==> src/rtl/div_pkg.sv <==
// div_pkg: shared constants for the sequential restoring divider.
package div_pkg;
    localparam int DIV_W     = 32;
    localparam int DIV_CNT_W = 5;

    localparam logic [1:0] DIV_IDLE = 2'd0;
    localparam logic [1:0] DIV_RUN  = 2'd1;
    localparam logic [1:0] DIV_DONE = 2'd2;

    localparam logic [DIV_W-1:0] DIV_Z_QUOT = 32'hFFFF_FFFF;
endpackage

==> src/rtl/sub_step_33.sv <==
// sub_step_33: combinational subtractor for one restoring-division step.
module sub_step_33 #(
    parameter int N = 33
) (
    input  logic [N-1:0] min_i,
    input  logic [N-1:0] sub_i,
    output logic [N-1:0] diff_o,
    output logic         borrow_o
);
    assign {borrow_o, diff_o} = {1'b0, min_i} - {1'b0, sub_i};
endmodule

==> src/rtl/seq_divider_32.sv <==
// seq_divider_32: unsigned 32-bit divider, one restoring step per clock.
module seq_divider_32
    import div_pkg::*;
#(
    parameter int WIDTH = DIV_W
) (
    input  logic             clk,
    input  logic             rst_n,
    input  logic             start,
    input  logic [WIDTH-1:0] dividend,
    input  logic [WIDTH-1:0] divisor,
    output logic             busy,
    output logic             done,
    output logic [WIDTH-1:0] quotient,
    output logic [WIDTH-1:0] remainder,
    output logic             div_by_zero
);
    logic [1:0]           state_q, state_d;
    logic [DIV_CNT_W-1:0] cnt_q, cnt_d;
    logic [WIDTH-1:0]     q_q, q_d, d_q, d_d;
    logic [WIDTH:0]       r_q, r_d, shifted, diff;
    logic                 dbz_q, dbz_d, borrow, zero_div;

    assign shifted  = {r_q[WIDTH-1:0], q_q[WIDTH-1]};
    assign zero_div = divisor == '0;

    sub_step_33 #(.N(WIDTH + 1)) u_sub (
        .min_i   (shifted),
        .sub_i   ({1'b0, d_q}),
        .diff_o  (diff),
        .borrow_o(borrow)
    );

    always_comb begin
        state_d = state_q;
        cnt_d   = cnt_q;
        q_d     = q_q;
        r_d     = r_q;
        d_d     = d_q;
        dbz_d   = dbz_q;
        if (state_q == DIV_IDLE) begin
            if (start) begin
                // A zero divisor short-circuits straight to the defined result.
                q_d     = zero_div ? WIDTH'(DIV_Z_QUOT) : dividend;
                r_d     = zero_div ? {1'b0, dividend} : '0;
                d_d     = divisor;
                cnt_d   = '0;
                dbz_d   = zero_div;
                state_d = zero_div ? DIV_DONE : DIV_RUN;
            end
        end else if (state_q == DIV_RUN) begin
            r_d     = borrow ? shifted : diff;
            q_d     = {q_q[WIDTH-2:0], ~borrow};
            cnt_d   = cnt_q + DIV_CNT_W'(1);
            state_d = (cnt_q == '1) ? DIV_DONE : DIV_RUN;
        end else begin
            state_d = DIV_IDLE;
        end
    end

    always_ff @(posedge clk or negedge rst_n) begin
        if (!rst_n) begin
            state_q <= DIV_IDLE;
            cnt_q   <= '0;
            q_q     <= '0;
            r_q     <= '0;
            d_q     <= '0;
            dbz_q   <= 1'b0;
        end else begin
            state_q <= state_d;
            cnt_q   <= cnt_d;
            q_q     <= q_d;
            r_q     <= r_d;
            d_q     <= d_d;
            dbz_q   <= dbz_d;
        end
    end

    assign busy        = state_q != DIV_IDLE;
    assign done        = state_q == DIV_DONE;
    assign quotient    = q_q;
    assign remainder   = r_q[WIDTH-1:0];
    assign div_by_zero = dbz_q;
endmodule

==> config.mk <==
export PLATFORM = sky130hd
export DESIGN_NAME = seq_divider_32
export DESIGN_NICKNAME = d
export VERILOG_FILES = /design/src/rtl/div_pkg.sv /design/src/rtl/sub_step_33.sv /design/src/rtl/seq_divider_32.sv
export SDC_FILE = /design/constraint.sdc
export NUM_CORES = 1
export LEC_CHECK = 0
export CORE_AREA = 8 8 118 120
export CTS_CLUSTER_DIAMETER = 150
export DETAILED_ROUTE_END_ITERATION = 8
export DIE_AREA = 0 0 126 128
export PLACE_DENSITY_LB_ADDON = 0.08
export SLEW_MARGIN = 10
export SYNTH_ARGS = -nofsm -noshare
export SYNTH_HDL_FRONTEND = slang
export SYNTH_HIERARCHICAL = 1
export SYNTH_SLANG_ARGS = --single-unit
export TNS_END_PERCENT = 20
==> constraint.sdc <==
create_clock -name clk -period 9.12 [get_ports clk]
set_input_delay 1.824 -clock clk [delete_from_list [all_inputs] [get_ports clk]]
set_output_delay 1.824 -clock clk [all_outputs]
set_load 0.05 [all_outputs]
==> out/results.txt, run 1 <==
Peak Freq: 232 MHz
first-pass GRT wire length: 31.4 mm
drt total wl: 19.2 mm
H-tree Lvls: 3
Pre-antenna DRT Iters: 7
critical path class: primary input to register
unrepaired setup endpoints after global routing: false
Initial DRC Count: 614
Max transition margin: 48.0%
crit-path cells: clkdlybuf4s50_1, o21bai_2, buf_4, or2_2, buf_4, nor3_4, buf_4, a221o_1
final-report setup violation count: 0
CP required: 9.36 ns
crit end category: register
status: finished clean
Yosys Warn Count: 6
Initial Util: 54.4%
Reg area: 0.00260 mm2
largest net degree at the start of global routing: 54
row count: 41
Max Cap Viol: 0
Avg WL per Cell: 18.9 um
Final Non-Filler Cells: 1,017
I/O pin count: 134
hold depth: 2
number of global-route vias before repair: 6,225
CTS tree: done
Setup Buffers After CTS: 0
worst skew pair latency: 0.36 ns
die width: 126 um
remaining antenna violation count: 0
Largest stage delay, worst path: 0.60 ns
setup_tns: 0 ns
Syn Nets: 860
Resize count post-CTS: 0
CTS sink cnt: 104
GP Congestion: 0.885
max-slew violation count: 0
worst clock skew: 0.00884 ns
vias per cell: 6.03
cts hold-fix bufs: 0
area delta synth->final: 25.1%
Filler cells: 1,026
fin crit share: 47.4%
Critical Path Source Type: primary input
all-layer global routing usage: 24.0%
Root Driver: clkbuf_16
Crit Path Max Fanout: 36
Tightest Hold Check Type: register to register
Num CTS Buffers: 9
share of layout cells above drive strength 1: 5.66%
Synth Instances: 757
Die Span Y: 128 um
Final min period: 4.32 ns
CP max-delay cell: or2_2
cell total after placement: 1,001
final HPWL from detailed placement: 14.3 mm
clock tree buffer depth: 2
multi-input logic area: 0.00363 mm2
Finished Core Util: 68.0%
Hold Fails Final Rpt: 0
R2R cell count: 13
DRC: 0
Clock Pin Slew Worst Setup and Hold Paths: 0.06 ns
total gr overflow: 0
CP arrival: 4.55 ns
initial antenna violation count: 0
Mapped Area: 0.00664 mm2
actual slew at the worst max-slew pin: 0.773 ns
IO Port Bufs: 133
Core ar.: 0.0122 mm2
cell mode on critical path: buf_4
vias: 6,137
DIE AREA: 0.0161 mm2
nets@finish: 965
syn_area_per_cell: 8.77 um2
[critical path, delay by kind of cell]
| family | cells | cell delay (ns) |
|---|---|---|
| buf+inv | 4 | 1.56 |
| simple gates | 2 | 0.65 |
| compound gates | 2 | 0.46 |
[layout by cell type, fill, tap and decap left out, drive strengths merged, types with 3 or more instances in the layout]
master	n
a21oi	67
nor2b	5
ha	35
nand2	120
or2	3
nand4	11
o21ai	23
nand3	9
a221o	32
a21o	13
o21a	5
xnor2	22
o21bai	4
o2111ai	3
nor4	8
mux2i	32
inv	44
o22ai	35
a211oi	4
o211ai	6
clkdlybuf4s50	132
a31oi	3
clkbuf	12
nor2	86
nor3	4
buf	9
and3	3
dfrtp	104
xor2	6
[stage by stage]
step / hold slack [ns] / area (um2) / setup slack (ns)
floorplan: 0.446 / 6640 / 5.73
global placement: 0.465 / 7980 / 4.57
detailed placement: 0.464 / 7980 / 4.51
CTS: 0.487 / 8300 / 4.87
global route: 0.506 / 8300 / 4.68
finish: 0.485 / 8300 / 4.80
[registers in the layout, summed over array words and instances, names as in the netlist]
signal       flops
cnt_q            5
state_q          2
div_by_zero      1
d_q             32
r_q             32
quotient        32
[metal layers]
| layer | part of all wire [%] | wire length (um) | global-route usage, % | vias up |
|---|---|---|---|---|
| met3 | 6.2 | 1200 | 5.24 | 24 |
| met2 | 48 | 9220 | 40.2 | 190 |
| li1 | - | - | - | 2905 |
| met4 | 1.8 | 340 | 8.56 | 0 |
| met5 | 0 | 0 | 0 | - |
| met1 | 44 | 8430 | 29.9 | 3018 |
[area by class of cell]
cell class                      count  area share, %
Clock inverter                      3          0.784
Antenna cell                        1         0.0301
Clock buffer                       12           3.09
Timing Repair Buffer              141           16.7
Inverter                           44           1.99
Tap cell                          150           2.26
Sequential cell                   104           31.3
Multi-Input combinational cell    562           43.8
[final timing paths]
check / slack (ns) / start / to
max: 4.80 / start / r_q[15]
min: 0.49 / d_q[15] / d_q[15]
max reg2reg: 5.28 / r_q[2] / r_q[15]
min reg2reg: 0.49 / d_q[15] / d_q[15]
max in group asynchronous: 6.51 / rst_n / r_q[30]
min in group asynchronous: 1.51 / rst_n / d_q[12]
Power of run 1 is left out: the tool's default activity adds up to more than one toggle a clock period on the data nets, which glitch-free logic cannot reach.
==> run 2: changes to the inputs <==
--- a/config.mk
+++ b/config.mk
@@ -5,10 +5,10 @@
 export SDC_FILE = /design/constraint.sdc
 export NUM_CORES = 1
 export LEC_CHECK = 0
-export CORE_AREA = 8 8 118 120
+export CORE_AREA = 8 8 122 124
 export CTS_CLUSTER_DIAMETER = 150
 export DETAILED_ROUTE_END_ITERATION = 8
-export DIE_AREA = 0 0 126 128
+export DIE_AREA = 0 0 130 132
 export PLACE_DENSITY_LB_ADDON = 0.08
 export SLEW_MARGIN = 10
 export SYNTH_ARGS = -nofsm -noshare
==> constraint.sdc (replaced) <==
create_clock -name clk -period 4 [get_ports clk]
set_input_delay 0.8 -clock clk [delete_from_list [all_inputs] [get_ports clk]]
set_output_delay 0.8 -clock clk [all_outputs]
set_load 0.05 [all_outputs]
==> run 2 against run 1 <==
Against the previous run: count of clock-buffer cells in the layout shrank 1; via count shrank 0.85%; routed wire length grew 1.8%; worst hold slack lost 0.0066 ns; die area grew 6.4%; critical endpoint is now r_q[14]; sequential share of layout area is essentially flat; largest cell class unchanged.
==> out/results.txt, run 2 (synthesis gave the netlist of run 1 again) <==
status: finished clean
initial antenna violation count: 0 (unchanged)
Critical Path Source Type: register
CTS tree: done
actual slew at the worst max-slew pin: 0.740 ns (-0.0326 ns)
Crit Path Max Fanout: 20 (-44%)
Initial DRC Count: 529 (-14%)
critical path class: register to register
highest-count cells in the layout ignoring fill and taps: 132 x clkdlybuf4s50_1, 120 x nand2_1, 104 x dfrtp_1
CTS sink cnt: 104 (unchanged)
Tightest Hold Check Type: register to register
Setup Buffers After CTS: 0 (unchanged)
CP arrival: 3.56 ns (-0.99 ns)
IO Port Bufs: 133 (unchanged)
Root Driver: clkbuf_16
Peak Freq: 302 MHz
met3 global-route usage: 7.20% (+2.0 points)
area delta synth->final: 25.1% (about the same)
Core ar.: 0.0130 mm2 (+6.3%)
crit-path cells: ha_1, a21o_1, a21oi_1, inv_1, a21oi_1, nor2_1, a211oi_1, o21ai_0, o22ai_4, buf_4, mux2i_1, nor2_1, a221o_1
DRC: 0 (unchanged)
fin crit share: 82.9%
multi-input logic area: 0.00363 mm2 (unchanged)
worst clock skew: 0.00595 ns (-0.00290 ns)
Initial Util: 51.1% (-3.2 points)
met2 global-route usage: 38.1% (-2.1 points)
Hold Fails Final Rpt: 0 (unchanged)
max-slew violation count: 0 (unchanged)
Buf+Inv Stages, Crit Path: 2 (-2)
crit end category: register
total gr overflow: 0 (unchanged)
Clock Pin Slew Worst Setup and Hold Paths: 0.07 ns (about the same)
routing usage on met1: 29.3% (-0.58 points)
most used routing layer: met2
DIE AREA: 0.0172 mm2 (+6.4%)
Reg area: 0.00260 mm2 (unchanged)
Final min period: 3.31 ns
I/O pin count: 134 (unchanged)
all-layer global routing usage: 23.5% (-0.44 points)
final HPWL from detailed placement: 14.9 mm (+3.9%)
GP Congestion: 0.868 (-2.0%)
cts hold-fix bufs: 0 (unchanged)
remaining antenna violation count: 0 (unchanged)
largest net degree at the start of global routing: 56 (+3.7%)
Num CTS Buffers: 9 (unchanged)
CP top delay family: compound AO/OA/AOI/OAI gates
vias per cell: 5.81 (-3.7%)
final-report setup violation count: 0 (unchanged)
Filler cells: 1,143 (+11%)
Hold WS: 0.479 ns (-0.00656 ns)
row count: 42 (+2.4%)
Largest stage delay, worst path: 0.42 ns (-0.18 ns)
Resize count post-CTS: 0 (unchanged)
share of layout cells above drive strength 1: 6.08% (+0.43 points)
drt total wl: 19.5 mm (+1.8%)
clock tree buffer depth: 2 (unchanged)
first-pass GRT wire length: 32.3 mm (+2.9%)
most common cell after layout, fill and taps aside: clkdlybuf4s50_1
Die Span Y: 132 um (+3.1%)
Avg WL per Cell: 18.7 um (-1.1%)
nets@finish: 970 (+0.52%)
Pre-antenna DRT Iters: 5 (-2)
die width: 130 um (+3.2%)
number of global-route vias before repair: 6,302 (+1.2%)
CP max-delay cell: dfrtp_1
CP required: 4.24 ns (-5.12 ns)
unrepaired setup endpoints after global routing: false
ant diodes: 0 (-1)
setup_tns: 0 ns (unchanged)
vias: 6,085 (-0.85%)
Max transition margin: 50.7% (+2.6 points)
worst skew pair latency: 0.36 ns (about the same)
H-tree Lvls: 3 (unchanged)
Max Cap Viol: 0 (unchanged)
==> run 2: worst min-delay path: stages (launching register included) <==
cell     delay (ns)
dfrtp_1        0.34
nand2_1        0.05
nand2_1        0.05
==> run 2: layout make-up <==
cell class                 instances  area share (%)
clock buffer                      11            2.80
clock inverter                     4           0.271
inverter                          44            1.99
multi-input combinational        562            43.8
sequential                       104            31.3
tap                              176            2.65
timing repair buffer             146            17.2
==> run 2: per-layer routing <==
layer,share of wire [%],up-vias
met5,0,-
met2,48,188
met3,7.2,22
li1,-,2911
met1,43,2964
met4,1.7,0
==> run 2: final timing paths <==
| check | start | endpoint | slack, ns | depth (start not counted) |
|---|---|---|---|---|
| worst max-delay path | r_q[25] | r_q[14] | 0.69 | 13 |
| worst min-delay path | d_q[7] | d_q[7] | 0.48 | 2 |
| worst max register to register | r_q[25] | r_q[14] | 0.69 | 13 |
| worst min register to register | d_q[7] | d_q[7] | 0.48 | 2 |
| max in group asynchronous | rst_n | cnt_q[4] | 2.65 | 2 |
| min in group asynchronous | rst_n | quotient[14] | 0.50 | 1 |
==> run 2: stage by stage <==
stage          utilization [%]  setup slack (ns)  instances  instance area [um2]
4_1_cts                   64.0             0.677       1047                 8300
2_1_floorplan                -             0.611        757                 6640
3_5_place_dp              62.0             0.692       1032                 8050
6_report                  64.0             0.685       1047                 8300
3_3_place_gp              62.0             0.769       1032                 8050
5_1_grt                   64.0             0.375       1047                 8300
Power of run 2 is left out for the same reason.
